**src/rtl/fft_pkg.sv**
```systemverilog
// rtl/fft_pkg.sv - shared state encoding, index width and sample field helpers for fft_out_serializer
package fft_pkg;

  typedef enum logic {
    ST_IDLE = 1'b0,
    ST_SEND = 1'b1
  } state_t;

  function automatic int idx_w(input int n);
    return (n > 1) ? $clog2(n) : 1;
  endfunction

  // Sample layout: {re, im}, each half of the sample width.
  function automatic int re_hi(input int msb);
    return msb - 1;
  endfunction

  function automatic int re_lo(input int msb);
    return msb / 2;
  endfunction

  function automatic int im_hi(input int msb);
    return msb / 2 - 1;
  endfunction

  function automatic int im_lo(input int msb);
    return 0 * msb;
  endfunction

endpackage

```
**src/rtl/fft_out_serializer_if.sv**
```systemverilog
// rtl/fft_out_serializer_if.sv - valid/ready sample stream between serializer and consumer
interface fft_out_serializer_if
  import fft_pkg::*;
#(
  parameter int N   = 32,
  parameter int MSB = 16
);

  logic                  out_valid;
  logic                  out_ready;
  logic [MSB-1:0]        out_data;
  logic [idx_w(N)-1:0]   out_index;
  logic                  out_last;

  modport master (
    output out_valid, out_data, out_index, out_last,
    input  out_ready
  );

  modport slave (
    input  out_valid, out_data, out_index, out_last,
    output out_ready
  );

endinterface

```
**src/rtl/fft_abs_sum.sv**
```systemverilog
// rtl/fft_abs_sum.sv - combinational |re|+|im| of one sample, unsigned, no saturation
module fft_abs_sum
  import fft_pkg::*;
#(
  parameter int MSB = 16
) (
  input  logic [MSB-1:0] i_sample,
  output logic [MSB/2:0] o_mag
);

  localparam int H     = MSB / 2;
  localparam int RE_HI = re_hi(MSB);
  localparam int RE_LO = re_lo(MSB);
  localparam int IM_HI = im_hi(MSB);
  localparam int IM_LO = im_lo(MSB);

  // One extra bit so the negated most-negative value stays positive.
  logic [H:0] w_re;
  logic [H:0] w_im;
  logic [H:0] w_re_abs;
  logic [H:0] w_im_abs;

  assign w_re     = {i_sample[RE_HI], i_sample[RE_HI:RE_LO]};
  assign w_im     = {i_sample[IM_HI], i_sample[IM_HI:IM_LO]};
  assign w_re_abs = w_re[H] ? (~w_re + 1'b1) : w_re;
  assign w_im_abs = w_im[H] ? (~w_im + 1'b1) : w_im;
  assign o_mag    = w_re_abs + w_im_abs;

endmodule

```
**src/rtl/fft_out_serializer.sv**
```systemverilog
// rtl/fft_out_serializer.sv - captures an N-sample FFT result and streams it one sample per transfer
// Optional magnitude output enabled by FFT_OUT_MAG_EN.
module fft_out_serializer
  import fft_pkg::*;
#(
  parameter int N   = 32,
  parameter int MSB = 16
) (
  input  logic                   clk,
  input  logic                   rst,
  input  logic [N*MSB-1:0]       fft_data_in,
  input  logic                   calc_finish,
  input  logic                   overrun_clr,
  fft_out_serializer_if.master   stream,
  output logic                   frame_done,
  output logic                   overrun
`ifdef FFT_OUT_MAG_EN
  ,
  output logic [MSB/2:0]         mag_out
`endif
);

  localparam int                 IDX_W    = idx_w(N);
  localparam logic [IDX_W-1:0]   LAST_IDX = IDX_W'(N - 1);

  state_t             r_state;
  logic [IDX_W-1:0]   r_idx;
  logic               r_calc_prev;
  logic [N*MSB-1:0]   r_buf;
  logic               r_frame_done;
  logic               r_overrun;

  logic               w_start;
  logic               w_xfer;
  logic [MSB-1:0]     w_sample;

  assign w_start  = calc_finish & ~r_calc_prev;
  assign w_xfer   = (r_state == ST_SEND) & stream.out_ready;
  assign w_sample = r_buf[int'(r_idx) * MSB +: MSB];

  always_ff @(posedge clk or posedge rst) begin
    if (rst) begin
      r_state      <= ST_IDLE;
      r_idx        <= '0;
      r_calc_prev  <= 1'b0;
      r_buf        <= '0;
      r_frame_done <= 1'b0;
      r_overrun    <= 1'b0;
    end else begin
      r_calc_prev  <= calc_finish;
      r_frame_done <= 1'b0;
      // Clear first so a same-cycle overrun set takes priority.
      if (overrun_clr) begin
        r_overrun <= 1'b0;
      end
      case (r_state)
        ST_IDLE: begin
          if (w_start) begin
            r_buf   <= fft_data_in;
            r_idx   <= '0;
            r_state <= ST_SEND;
          end
        end
        ST_SEND: begin
          if (w_start) begin
            r_overrun <= 1'b1;
          end
          if (w_xfer) begin
            if (r_idx == LAST_IDX) begin
              r_idx        <= '0;
              r_state      <= ST_IDLE;
              r_frame_done <= 1'b1;
            end else begin
              r_idx <= r_idx + 1'b1;
            end
          end
        end
        default: r_state <= ST_IDLE;
      endcase
    end
  end

  assign stream.out_valid = (r_state == ST_SEND);
  assign stream.out_data  = (r_state == ST_SEND) ? w_sample : '0;
  assign stream.out_index = r_idx;
  assign stream.out_last  = (r_state == ST_SEND) && (r_idx == LAST_IDX);
  assign frame_done       = r_frame_done;
  assign overrun          = r_overrun;

`ifdef FFT_OUT_MAG_EN
  fft_abs_sum #(
    .MSB (MSB)
  ) u_abs_sum (
    .i_sample (stream.out_data),
    .o_mag    (mag_out)
  );
`endif

endmodule

```
**src/flat_wrapper.sv**
```systemverilog
// flat-port wrapper written by rule: the top's interface ports become plain ports
module fft_out_serializer_flat import fft_pkg::*;
#(
  parameter int N   = 32,
  parameter int MSB = 16
)
  (clk, rst, fft_data_in, calc_finish, overrun_clr, frame_done, overrun, stream_out_valid, stream_out_data, stream_out_index, stream_out_last, stream_out_ready);
  fft_out_serializer_if #(.N(N), .MSB(MSB)) stream_i ();
  input  logic clk;
  input  logic rst;
  input  logic [N*MSB-1:0] fft_data_in;
  input  logic calc_finish;
  input  logic overrun_clr;
  output logic frame_done;
  output logic overrun;
  output wire logic [$bits(stream_i.out_valid)-1:0] stream_out_valid;
  output wire logic [$bits(stream_i.out_data)-1:0] stream_out_data;
  output wire logic [$bits(stream_i.out_index)-1:0] stream_out_index;
  output wire logic [$bits(stream_i.out_last)-1:0] stream_out_last;
  input wire logic [$bits(stream_i.out_ready)-1:0] stream_out_ready;
  assign stream_out_valid = stream_i.out_valid;
  assign stream_out_data = stream_i.out_data;
  assign stream_out_index = stream_i.out_index;
  assign stream_out_last = stream_i.out_last;
  assign stream_i.out_ready = stream_out_ready;
  fft_out_serializer #(.N(N), .MSB(MSB)) u_core (.clk(clk), .rst(rst), .fft_data_in(fft_data_in), .calc_finish(calc_finish), .overrun_clr(overrun_clr), .stream(stream_i), .frame_done(frame_done), .overrun(overrun));
endmodule
```
**config.mk**
```make
export PLATFORM = sky130hd
export DESIGN_NAME = fft_out_serializer_flat
export DESIGN_NICKNAME = d
export VERILOG_FILES = /design/src/rtl/fft_pkg.sv /design/src/rtl/fft_out_serializer_if.sv /design/src/rtl/fft_abs_sum.sv /design/src/rtl/fft_out_serializer.sv /design/src/flat_wrapper.sv
export SDC_FILE = /design/constraint.sdc
export NUM_CORES = 1
export LEC_CHECK = 0
export CAP_MARGIN = 20
export CORE_MARGIN = 2
export CORE_UTILIZATION = 50
export DETAILED_ROUTE_END_ITERATION = 7
export PLACE_DENSITY = 0.8
export SETUP_SLACK_MARGIN = 0.1
export SYNTH_ARGS = -nofsm -noshare
export SYNTH_HDL_FRONTEND = slang
export SYNTH_SLANG_ARGS = --single-unit
```
**constraint.sdc**
```tcl
create_clock -name clk -period 25.2 [get_ports clk]
set_clock_uncertainty 0.1 [all_clocks]
set_input_delay 5.04 -clock clk [delete_from_list [all_inputs] [get_ports clk]]
set_output_delay 5.04 -clock clk [all_outputs]
set_load 0.02 [all_outputs]
```
Yosys cells after proc, flatten, opt, wreduce, memory -nomap -nowiden
Cells that the tools add are included.

storage, ports and cells
  RAM bits = 0
  latch bits = 0
  memory bits (read-only) = 0
  register bits after elaboration = 521
  memories = 0

operators by class
  order comparisons = 0
  mux-type cells = 15
  eq/ne operators = 3
  bitwise gates (word level) = 4
  add/subtract/negate cells = 1
  reduce and logical (&&, ||, !) cells = 3
  divide/modulo/power cells = 0
  multipliers = 0
  shifts and indexed selects = 1

operator list
  cell                                                                      number
  512-bit by 10-bit variable part select with 16-bit output                 1
  16-bit 2-to-1 mux                                                         1
  5-bit 2-to-1 mux                                                          3
  5-bit one-hot mux with 2 select lines                                     1
  1-bit 2-to-1 mux                                                          9
  5-bit by 1-bit adder with 5-bit output (second input constant)            1
  5-bit equality test (second input constant)                               1
  2-bit AND reduction                                                       2
  1-bit AND                                                                 2
  2-bit by 1-bit inequality test with 1-bit output (second input constant)  1
  2-bit inequality test (second input constant)                             1
  1-bit NOT                                                                 2
  1-bit one-hot mux with 2 select lines                                     1
  1-bit logical AND                                                         1

Logic depth before layout (Yosys ltp)
Gate-level depths: netlist (run 1).

  depth after elaboration = 4
  depth in mapped cells = 9
  gate-level depth less buffers = 7

Worst setup path before layout (run 1)
Ideal clock, no wire load.

  path kind = flip-flop to output port
  start point = register u_core.r_idx[1], in the netlist u_core.stream.out_index[1]
  end point = output port stream_out_data[6]
  data arrival time = 1946 ps
  path slack = 18114 ps
  required time = 20060 ps
  cell stages (with the launch flop) = 9
  buffers on the path = 4
  cells stage by stage = dfrtp_1 > buf_6 > buf_6 > buf_6 > nor2_2 > buf_6 > a221oi_1 > o21ai_0 > a31oi_1

between the ends
  word-level cells in the longest chain between the ends = 2

RTL lines
  item                                                       line                      text
  start: declaration                                         fft_out_serializer.sv:27  logic [IDX_W-1:0] r_idx;
  start signal: assignment                                   fft_out_serializer.sv:74  r_idx <= r_idx + 1'b1;
  512-bit by 10-bit variable part select with 16-bit output  fft_out_serializer.sv:39  assign w_sample = r_buf[int'(r_idx) * MSB +: MSB];
  16-bit 2-to-1 mux                                          fft_out_serializer.sv:84  assign stream.out_data = (r_state == ST_SEND) ? w_sample : '0;
  end: declaration                                           flat_wrapper.sv:17        output wire logic [$bits(stream_i.out_data)-1:0] stream_out_data;

Every way passes these cells.

Worst setup path in the final report (run 1)
  start point = register u_core.r_idx[2], in the netlist u_core.stream.out_index[2]
  end point = output port stream_out_data[3]

The elaborated chain is that of the path after synthesis.

==> run metrics, run 1 <==
Req. time, crit path around 20,000 ps; RSZ-0062 raised after global routing false; die area 49,400 sq um; total power 2.79 mW; initial DRC count between 1,000 and 1,500; CTS Hold Buffers Added 0; sequential fraction of the synthesis area 0.547; Fmax achieved around 0.10 GHz; critical path buffer and inverter count 3; # fillers roughly 3,300; Synth area leaders dfrtp_1 (55%), mux2_2 (26%), mux4_2 (7.8%), mux4_1 (3.2%), buf_6 (1.9%); Worst setup EP type output pin; CP Class reg2out; final worst path period need 9940 ps; period utilisation layout 0.395; Core ar. 46,800 sq um; Non-Filler Instances 2,637; wirelength, routed ~73 mm; post-synthesis net count 1,964; outcome finished clean; Final #Nets 2,473; CTS tree yes; ys flop type dfrtp_1; Startpoint Class flop; Global Route met3 Usage 0.103; HPWL reported at the end of detailed placement 52.8 mm; worst slew pin tran 1150 ps; max-capacitance violation count 0; vias in the first global route 16,700; Setup WS pre-CTS 15,930 ps; synthesized area roughly 24,000 sq um; Slew Limit Fails 0; initial antenna violation count 43; Cell variety after synth 37; asr flop ratio synth 1.00; slack of the critical path around 15,000 ps; Placed Cells incl. Taps roughly 2,500; largest net degree at the start of global routing around 200; Critical Path Stages 7; detailed-route via count 15,300; Clock Path Buffers 3; Yosys Warn Count 0; Hold WC Path Type reg2reg; post-synthesis area per instance 16.5 sq um; initial core utilization 0.509; drt via density approximately 5.8; met1 usage 0.361; Hold Fails Final Rpt 0; R2R cell count 7; synthesized instance count 1,444; Max IR drop VDD between 0.06 and 0.07 mV; Leakage about 13 nW; total grt overflow 0; htree depth 2; worst hold margin 398 ps; CP Data Arrival Time 4800 ps; worst stage delay on the critical path 890 ps; CTS Buf Count 54; Die H between 200 and 250 um; Yosys top cell by area dfrtp_1; grt peak-use layer met2; row cnt around 80; die width 222 um; Post-DP Area 29,300 sq um; DRC errors left 0; cell depth of the worst min-delay path 1; number of flops mapped to enable cells by yosys 0; Yosys top cell area share 0.547; Clock Tree Root clkbuf_16; Finish-stage setup viols 0; Global Route Usage Sum 0.297; GPL Wtd Cong 0.879; cell mode on critical path buf_4; TritonCTS Sinks 521; Rel. slew slack 0.230; Worst Path Max Fanout 54; first-pass GRT wire length 108 mm; worst-path cell chain buf_4, buf_4, mux2i_1, a221oi_1, o21ai_0, a31oi_1, clkdlybuf4s50_1; Final Util 0.672; share of cells above drive strength 1 0.375; Ports 542; Power per Cell Area 88.8 nW/um^2; GRT met2 Usage 0.475; Max stage delay cell, worst path dfrtp_4; Post-DRT Antenna Nets 0; Area growth syn-to-layout 31.9%; IO buf count about 540; count leader, synth mux2_2; top cells by instance count after synthesis mux2_2 (544), dfrtp_1 (521), mux4_2 (83); 1st-pass router iterations 5; Post-CTS Setup Bufs 0; Post-Layout Inst Area 31,400 sq um; delay-heaviest family, CP buffers and inverters; post-cts sizing count 0; TNS Setup 0 ps; clk slew on worst S/H paths 60 ps; drt wl/cell 27.7 um; Yosys reg bits ~520; Clk Latency, worst-skew pair 610 ps
[routing by layer]
metal  part of all wire  up-vias
met2               0.48      579
li1                   -     6550
met4              0.043       24
met3              0.089      167
met1               0.38     7983
met5             0.0021        -
[logic make-up (layout without fill, tap and decap cells)]
family,after synthesis,in the layout,synth area share
AO/OA/AOI/OAI,85,85,0.0255
adder cells (fa/ha/maj),3,3,0.00158
buffers and inverters,112,667,0.0369
flip-flops,521,521,0.547
multiplexers,688,688,0.381
other,0,31,0
AND/OR/NAND/NOR,35,35,0.00730
[path summary, 6_finish.rpt]
check	from	endpoint	slack, ps
worst max-delay path	u_core.stream.out_index[2]$_DFFE_PP0P_	stream_out_data[3]	15260
worst min-delay path	u_core.r_buf[36]$_DFFE_PP0P_	u_core.r_buf[36]$_DFFE_PP0P_	400
worst max register to register	u_core.stream.out_valid$_DFF_PP0_	u_core.stream.out_index[3]$_DFFE_PP0P_	21310
worst min register to register	u_core.r_buf[36]$_DFFE_PP0P_	u_core.r_buf[36]$_DFFE_PP0P_	400
max in group asynchronous	rst	u_core.r_buf[61]$_DFFE_PP0P_	18060
min in group asynchronous	rst	u_core.r_buf[488]$_DFFE_PP0P_	4880
[cells in the final DEF (no fill, tap or decap), types with 3 or more instances in the layout]
| master | netlist | final |
|---|---|---|
| dfrtp_1 | 521 | 518 |
| a221oi_1 | 12 | 12 |
| mux2i_1 | 32 | 32 |
| nor2_1 | 5 | 5 |
| o21ai_1 | 5 | 5 |
| nand2_1 | 13 | 13 |
| clkbuf_8 | 0 | 13 |
| mux4_2 | 83 | 83 |
| clkbuf_16 | 0 | 54 |
| o221ai_1 | 16 | 16 |
| a31oi_1 | 16 | 16 |
| clkdlybuf4s50_1 | 0 | 541 |
| clkbuf_1 | 11 | 8 |
| buf_4 | 14 | 17 |
| a22oi_1 | 16 | 16 |
| ha_1 | 3 | 3 |
| nor2b_1 | 3 | 3 |
| diode_2 | 0 | 31 |
| mux4_1 | 29 | 29 |
| nand3_1 | 3 | 3 |
| o21ai_0 | 14 | 14 |
| bufinv_16 | 0 | 10 |
| clkinv_2 | 0 | 14 |
| o2111ai_1 | 4 | 4 |
| mux2_2 | 544 | 544 |
| buf_12 | 1 | 3 |
[power by group]
group	switching, mW	internal, mW	total, mW	leakage (nW)
logic	0.382	0.453	0.836	5.63
clock network	0.346	0.535	0.881	0.981
registers	0.106	0.966	1.07	6.46
[flip-flops by register name (all words and copies together) (netlist names)]
register / count
u_core.r_buf: 512
u_core.frame_done: 1
u_core.stream.out_valid: 1
u_core.r_calc_prev: 1
u_core.stream.out_index: 5
u_core.overrun: 1
[final cells by class]
cell class | count | area [sq um] | area share
Clock inverter | 27 | 404 | 0.0129
Inverter | 3 | 18.8 | 0.000598
Clock buffer | 75 | 1560 | 0.0497
Multi-Input combinational cell | 811 | 9900 | 0.315
Timing Repair Buffer | 562 | 5630 | 0.179
Tap cell | 607 | 759 | 0.0242
Sequential cell | 521 | 13000 | 0.416
Antenna cell | 31 | 77.6 | 0.00247
(Power assumes the default switching activity.)
==> run 2: changes to the inputs <==
clock period = 10.4 ns   (was 25.2 ns; I/O delays follow)
==> run metrics, run 2 (synthesized netlist as in run 1, its figures left out) <==
Sequential Power Share 0.388; CTS tree yes; Global Route Usage Sum 0.292; CP Data Arrival Time 4270 ps; drt wl/cell 27.3 um; RSZ-0062 raised after global routing false; vias in the first global route 16,500; DRC errors left 0; 1st-pass router iterations 5; commonest non-fill, non-tap cells in the layout mux2_2 (544), clkdlybuf4s50_1 (541), dfrtp_1 (518), mux4_2 (83), clkbuf_16 (58); logic gate share of total power 0.303; CP Class reg2out; wirelength, routed 72.0 mm; Req. time, crit path between 8000 and 9000 ps; Core ar. between 40,000 and 50,000 sq um; Worst Path Max Fanout 50; Biggest register u_core.r_buf; max-capacitance violation count 0; commonest non-fill, non-tap cell in the layout mux2_2; Post-DP Area about 29,000 sq um; crit path from u_core.stream.out_index[2]$_DFFE_PP0P_; post-cts sizing count 0; Switching Fraction 0.300; Internal Power 4.67 mW; drt via density 5.78; worst reg2reg startpoint u_core.stream.out_valid$_DFF_PP0_; sw power 2.00 mW; share of cells above drive strength 1 0.373; GPL Wtd Cong 0.899; total grt overflow 0; TritonCTS Sinks 521; met1 usage 0.370; Final #Nets 2,471; Clock Path Buffers 3; Worst setup EP type output pin; total power between 6 and 7 mW; initial DRC count just over 1,000; detailed-route via count 15,200; die width about 220 um; Max IR drop VDD 0.153 mV; largest net degree at the start of global routing 213; Power per Cell Area 213 nW/um^2; initial core utilization 0.509; Global Route met3 Usage 0.0854; Die H between 200 and 250 um; Setup crit end stream_out_data[4]; Post-CTS Setup Bufs 0; Post-Layout Inst Area approximately 31,000 sq um; final worst path period need 6450 ps; IO buf count 541; Area growth syn-to-layout 31.5%; HPWL reported at the end of detailed placement about 53 mm; Rel. slew slack 0.113; die area 49,400 sq um; R2R cell count 4; Hold Fails Final Rpt 0; Worst R2R End u_core.r_buf[453]$_DFFE_PP0P_; period utilisation layout 0.620; worst slew pin tran 1330 ps; first-pass GRT wire length approximately 110 mm; Startpoint Class flop; initial antenna violation count 36; htree depth 2; Hold WC Path Type reg2reg; clk slew on worst S/H paths 60 ps; row cnt between 70 and 80; GRT met2 Usage 0.464; Clock Tree Root clkbuf_16; worst hold margin 398 ps; Fmax achieved 0.155 GHz; Clk Latency, worst-skew pair 610 ps; register-to-register setup slack 6770 ps; Final Util 0.670; CTS Buf Count 56; Leakage 13.0 nW; power share of the clock group 0.310; TNS Setup 0 ps; Ports ~540; Post-DRT Antenna Nets 0; outcome finished clean; Finish-stage setup viols 0; CTS Hold Buffers Added 0; Slew Limit Fails 0; Largest register FFs 512; grt peak-use layer met2
==> run 2: cell types whose count changed in the layout (fill, tap and decap cells not counted) <==
cell / previous run / this run
inv_2: 1 / 0
clkbuf_16: 54 / 58
buf_16: 1 / 0
clkinv_1: 0 / 1
buf_4: 17 / 14
clkinv_2: 14 / 12
diode_2: 31 / 30
inv_8: 1 / 0
clkinvlp_4: 0 / 6
clkbuf_1: 8 / 11
bufinv_16: 10 / 5
inv_6: 2 / 0
==> run 2: worst max-delay path, cell delays in order (launching register included) <==
cell and delay [ps]:
dfrtp_4 940, buf_4 740, mux2i_1 210, a221oi_1 380, o21ai_0 210, a31oi_1 370
clkdlybuf4s50_1 700
==> run 2: power by group through the flow <==
stage,clock (mW),combinational (mW),sequential (mW)
global placement,0,2.00,2.60
detailed placement,0,2.03,2.62
CTS,2.10,2.04,2.58
floorplan,0,1.36,2.49
global route,2.19,2.14,2.62
finish,2.07,2.02,2.59
==> run 2: worst min path at each step <==
stage | endpoint | start | cells after the start
global placement | u_core.r_buf[38]$_DFFE_PP0P_ | u_core.r_buf[38]$_DFFE_PP0P_ | 1
finish | u_core.r_buf[153]$_DFFE_PP0P_ | u_core.r_buf[153]$_DFFE_PP0P_ | 1
CTS | u_core.r_buf[153]$_DFFE_PP0P_ | u_core.r_buf[153]$_DFFE_PP0P_ | 1
floorplan | u_core.r_buf[236]$_DFFE_PP0P_ | u_core.r_buf[236]$_DFFE_PP0P_ | 1
detailed placement | u_core.r_buf[171]$_DFFE_PP0P_ | u_core.r_buf[171]$_DFFE_PP0P_ | 1
global route | u_core.r_buf[143]$_DFFE_PP0P_ | u_core.r_buf[143]$_DFFE_PP0P_ | 1
==> run 2: through the flow <==
step                      setup WS, ps  instances
after floorplan                   1140       1444
after global placement            4630       2500
after detailed placement          4570       2500
after CTS                         3910       2605
after global routing              3730       2631
final                             3950       2635
==> run 2: cell type report <==
type	count	area [sq um]
clock inverters	23	264
flip-flops and latches	521	13000
multi-input cells	811	9900
diodes	30	75.1
clock buffers	82	1670
inverters	3	15.0
fillers	3329	15400
repair buffers	558	5580
well taps	607	759
==> run 2: metal layers <==
| layer | vias to the layer above | routed length (um) |
|---|---|---|
| li1 | 6543 | - |
| met1 | 7967 | 28500 |
| met2 | 578 | 34800 |
| met3 | 137 | 5870 |
| met4 | 10 | 2800 |
| met5 | - | 62 |
